--- config.mk ---
export PLATFORM = sky130hd
export DESIGN_NAME = mig_seq_eval
export DESIGN_NICKNAME = d
export VERILOG_FILES = /design/src/rtl/mig_seq_pkg.sv /design/src/rtl/mig_maj3_unit.sv /design/src/rtl/mig_seq_eval.sv
export SDC_FILE = /design/constraint.sdc
export NUM_CORES = 1
export LEC_CHECK = 0
export CAP_MARGIN = 15
export CORE_MARGIN = 10
export CORE_UTILIZATION = 30
export DETAILED_ROUTE_END_ITERATION = 12
export SETUP_SLACK_MARGIN = 0.15
export SLEW_MARGIN = 20
export SYNTH_ARGS = -nofsm -noshare
export SYNTH_HDL_FRONTEND = slang
export SYNTH_SLANG_ARGS = --single-unit
--- constraint.sdc ---
create_clock -name clk -period 3.9 [get_ports clk]
set_clock_uncertainty 0.05 [all_clocks]
set_input_delay 0.78 -clock clk [delete_from_list [all_inputs] [get_ports clk]]
set_output_delay 0.78 -clock clk [all_outputs]
set_load 0.02 [all_outputs]
--- src/rtl/mig_seq_pkg.sv ---
// Shared sizes, types and the majority helper for the sequenced majority-graph evaluator.
// MIG_INV_EN adds per-operand complement bits to every stored program entry.
package mig_seq_pkg;

    localparam int NUM_PI    = 18;
    localparam int MAX_NODES = 16;
    localparam int IDX_W     = 6;
    localparam int VAL_W     = NUM_PI + MAX_NODES;
    localparam int CNT_W     = $clog2(MAX_NODES + 1);
    localparam int PTR_W     = $clog2(MAX_NODES);

    typedef enum logic [1:0] {
        IDLE = 2'd0,
        LOAD = 2'd1,
        EVAL = 2'd2,
        DONE = 2'd3
    } state_t;

    typedef struct packed {
`ifdef MIG_INV_EN
        logic [2:0]       inv;
`endif
        logic [IDX_W-1:0] c;
        logic [IDX_W-1:0] b;
        logic [IDX_W-1:0] a;
    } node_t;

    function automatic logic maj3(input logic a, input logic b, input logic c);
        return (a & b) | (a & c) | (b & c);
    endfunction

endpackage

--- src/rtl/mig_maj3_unit.sv ---
// Shared MAJ3 datapath: three operand selects from the value file, optional complements, majority.
// Complemented operands exist only when MIG_INV_EN is defined.
module mig_maj3_unit
    import mig_seq_pkg::*;
(
    input  logic [VAL_W-1:0] value_vec,
    input  node_t            node,
    input  logic [PTR_W-1:0] node_idx,
    output logic             result
);

    localparam logic [IDX_W:0] PI_BASE = NUM_PI[IDX_W:0];

    logic [IDX_W:0] limit;
    logic           op_a;
    logic           op_b;
    logic           op_c;

    // Only primary inputs and already-evaluated nodes are legal sources; anything else reads 0.
    function automatic logic read_op(input logic [IDX_W-1:0] idx,
                                     input logic [IDX_W:0]   lim,
                                     input logic [VAL_W-1:0] vals);
        return ({1'b0, idx} < lim) ? vals[idx] : 1'b0;
    endfunction

    always_comb begin
        limit = PI_BASE + {{(IDX_W + 1 - PTR_W){1'b0}}, node_idx};
        op_a  = read_op(node.a, limit, value_vec);
        op_b  = read_op(node.b, limit, value_vec);
        op_c  = read_op(node.c, limit, value_vec);
`ifdef MIG_INV_EN
        op_a  = op_a ^ node.inv[0];
        op_b  = op_b ^ node.inv[1];
        op_c  = op_c ^ node.inv[2];
`endif
        result = maj3(op_a, op_b, op_c);
    end

endmodule

--- src/rtl/mig_seq_eval.sv ---
// Time-multiplexed majority-graph evaluator: one node of the stored program per cycle, last node drives po.
// Build with MIG_INV_EN defined for complemented edges; default is a monotone majority network.
module mig_seq_eval
    import mig_seq_pkg::*;
(
    input  logic              clk,
    input  logic              rst,
    input  logic [NUM_PI-1:0] pi_vec,
    input  logic              start,
    input  logic [CNT_W-1:0]  num_nodes,
    input  logic              prog_we,
    input  logic [PTR_W-1:0]  prog_addr,
    input  logic [IDX_W-1:0]  prog_a,
    input  logic [IDX_W-1:0]  prog_b,
    input  logic [IDX_W-1:0]  prog_c,
    input  logic [2:0]        prog_inv,
    output logic              busy,
    output logic              done,
    output logic              po,
    output state_t            dbg_state
);

    // Handshake: start and prog_we are sampled only while IDLE; done pulses one cycle and po holds until the next done.

    localparam logic [IDX_W-1:0] PI_BASE = NUM_PI[IDX_W-1:0];
    localparam logic [CNT_W-1:0] CNT_MAX = MAX_NODES[CNT_W-1:0];

    node_t            prog_q [MAX_NODES];
    node_t            prog_d [MAX_NODES];
    node_t            wr_node;
    node_t            cur_node;
    state_t           state_q, state_d;
    logic [PTR_W-1:0] ptr_q, ptr_d;
    logic [CNT_W-1:0] cnt_q, cnt_d;
    logic [VAL_W-1:0] value_q, value_d;
    logic             done_q, done_d;
    logic             po_q, po_d;
    logic             maj_out;
    logic [IDX_W-1:0] wr_idx;
    logic [IDX_W-1:0] last_idx;

    always_comb begin
        wr_node   = '0;
        wr_node.a = prog_a;
        wr_node.b = prog_b;
        wr_node.c = prog_c;
`ifdef MIG_INV_EN
        wr_node.inv = prog_inv;
`endif
    end

`ifndef MIG_INV_EN
    logic unused_inv;
    assign unused_inv = ^prog_inv;
`endif

    assign cur_node = prog_q[ptr_q];
    assign wr_idx   = PI_BASE + {{(IDX_W - PTR_W){1'b0}}, ptr_q};
    assign last_idx = PI_BASE + {{(IDX_W - CNT_W){1'b0}}, cnt_q} - IDX_W'(1);

    mig_maj3_unit u_maj3 (
        .value_vec (value_q),
        .node      (cur_node),
        .node_idx  (ptr_q),
        .result    (maj_out)
    );

    always_comb begin
        state_d = state_q;
        ptr_d   = ptr_q;
        cnt_d   = cnt_q;
        value_d = value_q;
        done_d  = 1'b0;
        po_d    = po_q;
        prog_d  = prog_q;
        case (state_q)
            IDLE: begin
                if (prog_we) begin
                    prog_d[prog_addr] = wr_node;
                end
                // pi_vec is captured on the accepting edge so LOAD needs no copy of it.
                if (start) begin
                    state_d = LOAD;
                    cnt_d   = (num_nodes > CNT_MAX) ? CNT_MAX : num_nodes;
                    value_d = {{MAX_NODES{1'b0}}, pi_vec};
                end
            end
            LOAD: begin
                ptr_d   = '0;
                state_d = (cnt_q == '0) ? DONE : EVAL;
            end
            EVAL: begin
                value_d[wr_idx] = maj_out;
                if ({1'b0, ptr_q} == cnt_q - CNT_W'(1)) begin
                    state_d = DONE;
                end else begin
                    ptr_d = ptr_q + PTR_W'(1);
                end
            end
            DONE: begin
                done_d  = 1'b1;
                po_d    = (cnt_q == '0) ? 1'b0 : value_q[last_idx];
                state_d = IDLE;
            end
            default: state_d = IDLE;
        endcase
    end

    always_ff @(posedge clk) begin
        if (rst) begin
            state_q <= IDLE;
            ptr_q   <= '0;
            cnt_q   <= '0;
            value_q <= '0;
            done_q  <= 1'b0;
            po_q    <= 1'b0;
        end else begin
            state_q <= state_d;
            ptr_q   <= ptr_d;
            cnt_q   <= cnt_d;
            value_q <= value_d;
            done_q  <= done_d;
            po_q    <= po_d;
        end
    end

    // The program table survives reset so a loaded program can be rerun after an abort.
    always_ff @(posedge clk) begin
        prog_q <= prog_d;
    end

    assign busy      = (state_q == LOAD) || (state_q == EVAL);
    assign done      = done_q;
    assign po        = po_q;
    assign dbg_state = state_q;

endmodule

* Word level (Yosys, flattened, before mapping)
Index checks and enable logic that the tools add are counted.
** Word-level totals
- Word-level logic and storage cells :: 130
- Input bits :: 52
- Flip-flop bits (word level) :: 335
- Output and inout bits :: 5
** Cells by class
- Reduce and logical (&&, ||, !) cells :: 12
- Bitwise operators :: 7
- Add/subtract/negate cells :: 6
- Order comparisons :: 13
- Equal/unequal tests :: 7
- Mux-type cells :: 31
** Operator list (number)
- 288-bit bitwise mux :: 1
- 18-bit binary-select mux with 4-bit select :: 1
- 18-bit demux with 4-bit select :: 1
- 34-bit one-hot mux with 2 select lines :: 1
- 18-bit two-way mux :: 3
- 6-bit by 7-bit less-than comparator with 1-bit output, second input constant :: 5
- 34-bit bitwise mux :: 1
- 34-bit two-way mux :: 1
- 1-bit binary-select mux with 6-bit select :: 4
- 6-bit by 7-bit less-than comparator with 1-bit output :: 3
- 5-bit by 4-bit adder with 6-bit output, first input constant :: 2
- 1-bit two-way mux :: 11
- 5-bit greater-or-equal comparator, second input constant :: 2
- 4-bit inverter with 5-bit output :: 2
- 2-bit AND reduction :: 5
- 2-bit one-hot mux with 4 select lines :: 1
- 4-bit one-hot mux with 2 select lines :: 1
- 5-bit by 5-bit adder with 6-bit output, first input constant :: 1
- 1-bit demux with 6-bit select :: 1
- 6-bit by 1-bit greater-or-equal comparator with 1-bit output, second input constant :: 1
- 2-bit inequality test, second input constant :: 3
- 6-bit by 1-bit subtractor with 6-bit output, second input constant :: 1
- 4-bit by 5-bit == test with 1-bit output :: 1
- 5-bit > comparator, second input constant :: 1
- 15 further kinds :: 22

* Longest topological paths before layout
- Depth after elaboration :: 12
- Mapped depth :: 19
- Gate-level depth less buffers :: 15

* By module
A second synthesis with hierarchy kept.
** Unflattened totals
- Cell total of the unflattened synthesis :: 1081
- Area total of the unflattened synthesis :: 15165.8 um^2
** By module, submodules not included
- mig_seq_eval :: sequential area each 9589.2 um^2, cells an instance 957, instances 1, area each 13870.8 um^2
- mig_maj3_unit :: sequential area each 0.0 um^2, cells an instance 124, instances 1, area each 1295.0 um^2

* Least setup slack after synthesis
Ideal clock, no wire load.
- Path type :: register to register
- Start point :: reg ptr_q[1]
- End point :: reg value_q[24]
- Stages on the path, launching flop included :: 16
- Library setup time :: 85 ps
- Required time :: 3765 ps
- Clock period less this slack :: 4217 ps
- Path buffers :: 5
- Arrival time :: 4082 ps
- Slack :: -317 ps
- Path through :: dfxtp_1 -> buf_4 -> buf_4 -> buf_4 -> clkbuf_1 -> mux4_2 -> mux4_2 -> ha_1 -> a21oi_1 -> nand3b_4 -> o41ai_2 -> a31oi_1 -> nor3_4 -> nor2_4 -> buf_6 -> o31ai_2
** Between the ends
- Cells in the longest elaborated chain, start to end :: 12
- Elaborated cells on any way between the ends :: 30
- Those cells by class :: 2 x add/sub; 5 x order compare; 16 x mux; 6 x bitwise; 1 x reduce/logical
** Ends and longest elaborated chain
- start, declared :: RTL line mig_seq_eval.sv:33 : logic [PTR_W-1:0] ptr_q, ptr_d;
- start signal, assigned :: RTL line mig_seq_eval.sv:119 : ptr_q <= ptr_d;
- 4-bit inverter with 5-bit output (implied by the code) :: RTL line mig_seq_eval.sv:57 : assign cur_node = prog_q[ptr_q];
- 18-bit binary-select mux with 4-bit select :: RTL line mig_seq_eval.sv:57
- 18-bit two-way mux (implied by the code) (2 in a row) :: RTL line mig_seq_eval.sv:57
- 1-bit binary-select mux with 6-bit select :: RTL line mig_maj3_unit.sv:23 : return ({1'b0, idx} < lim) ? vals[idx] : 1'b0;
- 1-bit two-way mux (implied by the code) :: RTL line mig_maj3_unit.sv:23
- 1-bit two-way mux :: RTL line mig_maj3_unit.sv:23
- 1-bit AND :: RTL line mig_seq_pkg.sv:29 : return (a & b) | (a & c) | (b & c);
- 1-bit bitwise OR (2 in a row) :: RTL line mig_seq_pkg.sv:29
- 34-bit bitwise mux * :: RTL line mig_seq_eval.sv:93 : value_d[wr_idx] = maj_out;
- 34-bit one-hot mux with 2 select lines * :: RTL line mig_seq_eval.sv:76 : case (state_q)
- end signal, assigned :: RTL line mig_seq_eval.sv:121 : value_q <= value_d;
- end, declared :: RTL line mig_seq_eval.sv:35 : logic [VAL_W-1:0] value_q, value_d;
Every way passes the cells marked *; elsewhere a longest branch is shown, timed or not. The select of a mux whose other input is x is not followed.
A chain may end at the register's enable or synchronous reset.

* Worst setup path in the final report
- Start point :: reg ptr_q[0]
- End point :: reg value_q[8]
The elaborated chain is that of the path after synthesis.

==> results <==
- IR analysis of the VDD net gives a maximum drop of about 0.26 mV.
- For this run the aggregate overflow at the end of global routing stands at 0.
- After detailed routing, the average wire length per cell comes to about 22 um.
- In this run, synthesis produced a sequential element count of about 340.
- Using the TritonRoute via totals, the vias-per-cell ratio works out to 5.24.
- The worst hold path terminates at po$_SDFFE_PP0P_.
- The min-delay analysis places its worst path in the category reg -> reg.
- The number of fill cells in the layout is roughly 5k.
- The tool flagged a number of max-cap violations equal to 0.
- In the post-synthesis netlist, the biggest area contributors are sky130_fd_sc_hd__edfxtp_1, sky130_fd_sc_hd__mux4_2, sky130_fd_sc_hd__dfxtp_1.
- The later pin in the worst-skew pair is clocked with a latency of ~0.55 ns.
- Measured along the y axis, the die boundary spans roughly 250 um.
- The number of failing hold endpoints at the final stage is 0.
- After Yosys synthesis, full adders, half adders and majority gates account for under 10% of the synthesized area.
- The final weighted congestion in routability-driven placement is ~0.90.
- The clock transition at the registers of the reported paths is about 0.07 ns.
- The leakage power summed over all cells is 6.46 nW.
- The share of the clock period used by the worst path after layout is roughly 100%.
- In the synthesized netlist, the number of instances is 1,092.
- Of all nets on the critical path, the largest fanout is 7.
- Of all flip-flops after synthesis, the portion carrying an async set or reset was 0%.
- After detailed routing, the number of remaining DRC violations is 0.
- The sequential share of the synthesized area is between 60 and 70%.
- The length of the first detailed-routing pass in iterations is 5.
- In the final design database the tool counted 1,321 nets.
- The total routing usage reported by global routing is between 10% and 20%.
- The count of cells in the finished layout, fillers not included, comes to just under 2k.
- In this run the number of H-tree levels came out at 2.
- The worst setup slack after layout is roughly 0.025 ns.
- The kind of cell with the highest combined delay along the critical path is compound AO/OA/AOI/OAI gates.
- After synthesis, the largest area contributor takes up about 55% of total cell area.
- The power density relative to cell area is between 500 and 600 mW/mm^2.
- The post-placement worst setup slack is -0.00275 ns.
- The quantity of I/O buffers inserted on ports is 53.
- The fraction of layout cells with a size suffix above 1 is about 26%.
- The Yosys step of the flow raised 0 warnings.
- After Yosys synthesis, XOR and XNOR cells account for less than 1% of the synthesized area.
- The cell depth of the worst min-delay path is 2.
- During I/O placement, the number of pins put on the boundary was 57.
- The post-synthesis cell type count is between 80 and 90.
- Counting tap cells, the placed design contains a total of around 1.9k instances.
- The overall die area is ~0.062 sq mm.
- The endpoint identified for the worst register-to-register timing path is value_q[8]$_SDFFE_PP0P_.
- The synthesized netlist devotes 7.37% of its cell area to simple gates.
- The signed area change from the synthesized netlist to the final layout is 22.7%.
- The length in cells of the worst reg-to-reg path is 16.
- On the critical path, the stage with the largest delay is an instance of sky130_fd_sc_hd__mux4_2.
- For this block, the routed nets add up to ~43,000 um of wire.
- The number of antenna violations at the first check in global routing is 2.
- The highest cell delay on the worst timing path is 0.49 ns.
- The most frequent cell after synthesis is sky130_fd_sc_hd__edfxtp_1.
- By area, the combinational part of the netlist is dominated by multiplexers.
- In this run the core area contains 84 standard-cell rows.
- The HPWL after detailed placement is roughly 28,000 um.
- The TritonCTS clock tree is built.
- The average instance in the mapped netlist occupies approximately 15 sq um.
- The worst setup path is launched from a flip-flop.
- The required time at the worst-slack endpoint is between 4 and 5 ns.
- STA classifies the critical path endpoint as a flip-flop.
- The most used flip-flop cell after synthesis is sky130_fd_sc_hd__edfxtp_1.
- For this design, the sink count on the clock tree is 335.
- The tree is rooted in a sky130_fd_sc_hd__clkbuf_16.
- The deepest clock path buffer count is 3.
- In the final timing run, aggregate negative setup slack is 0 ns.
- The library cell with the largest summed area after synthesis is sky130_fd_sc_hd__edfxtp_1.
- The max-slew violation count is 0.
- Setup repair after global routing could not meet its margin everywhere.
- The maximum clock frequency is 258 MHz.
- The multi-input logic area is ~0.0061 sq mm.
- Setup violations remaining at the end of the flow were counted as 0.
- The critical path goes through buf_12 -> buf_8 -> mux4_2 -> a22o_1 -> a221oi_2 -> buf_4 -> nand2b_4 -> o21bai_4 -> a221oi_2 -> o31a_1 -> o41ai_4 -> a21oi_2 -> buf_4 -> o21ai_4 -> buf_6 -> a31oi_1.
- The core region is 0.0524 sq mm.
- The first-iteration detailed-routing DRC count is 1,133.
- The number of flops mapped to enable cells by yosys is between 200 and 300.
- The via count of the first global-routing pass came to 10.2k.
- The count of nets left with antenna violations after detail routing is 0.
- The horizontal extent of the die is roughly 250 um.
- The origin of the worst min-delay path is po$_SDFFE_PP0P_.
- The wire length of the first global-routing pass is 64,400 um.
- The starting density of the core is around 30%.
- The compound-gate portion of the synthesized area is 10.9%.
- Sorting the synthesized cells by how often they occur yields sky130_fd_sc_hd__edfxtp_1, sky130_fd_sc_hd__nand2_1, sky130_fd_sc_hd__mux2i_1, sky130_fd_sc_hd__a21oi_1, sky130_fd_sc_hd__mux4_2.
- The via total after detailed routing is about 10k.
- The run finished with clean final reports.
- Once layout is complete, the utilization of the core stands at a little under two fifths.
- The time the worst path needs with I/O delays and setup is around 3.9 ns.
- The number of nets in the synthesized netlist is 1,172.
- In this run the tightest slew margin relative to its limit is approximately 34%.
- The buffer and inverter count on the worst path is 5.
- At the pin with the least slew margin, the transition time is a little under 1 ns.
- TritonCTS created 36 clock buffers.
- The beginning of the worst register-to-register path is ptr_q[0]$_SDFFE_PP0P_.
- The synthesized area is ~0.016 sq mm.
- Entering global routing, the biggest net connects 31 pins.
- In the final layout, flip-flops and latches occupy roughly 0.0096 sq mm.
- The multiplexer share of the synthesized area is roughly 15%.
- The data arrival time of the critical path is between 4 and 5 ns.
- The worst register-to-register path has a setup slack of between 0.02 and 0.03 ns.
- The worst setup path is of the reg -> reg kind.
[flip-flops by register name, summed over array words and instances, names as in the netlist]
name       flops
po             1
dbg_state      2
prog_q       288
done           1
cnt_q          5
ptr_q          4
value_q       34
[worst max-delay path by stage]
stage	startpoint	slack [ns]	end	cells after the start
global route	ptr_q[0]$_SDFFE_PP0P_	-0.12	value_q[12]$_SDFFE_PP0P_	16
global placement	ptr_q[0]$_SDFFE_PP0P_	0.03	value_q[10]$_SDFFE_PP0P_	15
floorplan	ptr_q[0]$_SDFFE_PP0P_	0.15	value_q[24]$_SDFFE_PP0P_	15
CTS	ptr_q[0]$_SDFFE_PP0P_	0.05	value_q[8]$_SDFFE_PP0P_	16
detailed placement	ptr_q[0]$_SDFFE_PP0P_	-0.003	value_q[10]$_SDFFE_PP0P_	15
finish	ptr_q[0]$_SDFFE_PP0P_	0.03	value_q[8]$_SDFFE_PP0P_	16
[report_power, final]
| group | leakage [nW] | internal (mW) | switching (mW) | total, mW |
|---|---|---|---|---|
| Combinational | 2.93 | 1.30 | 1.52 | 2.82 |
| Sequential | 2.98 | 4.09 | 0.259 | 4.35 |
| Clock | 0.547 | 1.90 | 1.43 | 3.33 |
[kinds of logic (layout without fill, tap and decap cells)]
group / Yosys count / count (layout)
DFF: 335 / 335
and+or+nand+nor: 240 / 240
AOI/OAI and AO/OA: 239 / 239
muxes: 147 / 147
buffers and inverters: 94 / 270
adders and majority gates: 28 / 28
xor gates and xnor gates: 9 / 9
other: 0 / 1
[per-layer routing]
layer	GRT usage, %	up-vias	wire (um)
met5	0	-	13
met4	3.67	2	815
met3	2.08	59	2470
met2	21.6	317	20600
met1	18.1	5261	19200
li1	-	4625	-
[metrics by stage]
| stage | cell area [sq um] | hold WS, ns | total power [mW] |
|---|---|---|---|
| after global placement | 17800 | 0.430 | 6.86 |
| after global routing | 19400 | 0.510 | 11.0 |
| after CTS | 19100 | 0.476 | 10.4 |
| after floorplan | 15900 | 0.423 | 6.01 |
| after detailed placement | 17800 | 0.460 | 6.92 |
| final | 19400 | 0.461 | 10.5 |
[layout make-up]
cell class                 count  area share [%]
tap                          688            4.43
inverter                      32           0.618
clock inverter                18           0.971
clock buffer                  47            4.95
sequential                   335            49.3
timing repair buffer         173            8.30
antenna                        1          0.0129
multi-input combinational    663            31.4
[cell usage in the layout (no fill, tap or decap), types with 13 or more instances in the layout]
cell type and instances:
sky130_fd_sc_hd__mux2_2 13, sky130_fd_sc_hd__edfxtp_1 288, sky130_fd_sc_hd__dfxtp_1 44, sky130_fd_sc_hd__a21oi_1 55, sky130_fd_sc_hd__nand2_1 88, sky130_fd_sc_hd__mux4_2 58
sky130_fd_sc_hd__nor2_1 29, sky130_fd_sc_hd__mux2i_1 60, sky130_fd_sc_hd__inv_1 28, sky130_fd_sc_hd__buf_4 102, sky130_fd_sc_hd__o21ai_0 35, sky130_fd_sc_hd__a31oi_1 16
sky130_fd_sc_hd__clkbuf_16 37, sky130_fd_sc_hd__nand3_1 33, sky130_fd_sc_hd__mux4_1 13, sky130_fd_sc_hd__nor2_2 13, sky130_fd_sc_hd__ha_1 25, sky130_fd_sc_hd__clkdlybuf4s50_1 53
[timing repair]
action                                  CTS  global route
hold buffers                              0             0
gates cloned                              1             0
endpoints found under the setup margin   34            34
pin swaps                                 3            15
setup buffers                            10            12
gates resized for setup                  17            41
[worst min-delay path, cell delays in order, from the launching register on]
cell and delay, ns:
sky130_fd_sc_hd__dfxtp_1 0.34, sky130_fd_sc_hd__mux2i_1 0.07, sky130_fd_sc_hd__nor2_1 0.07
Power figures use the tool's default switching activity.
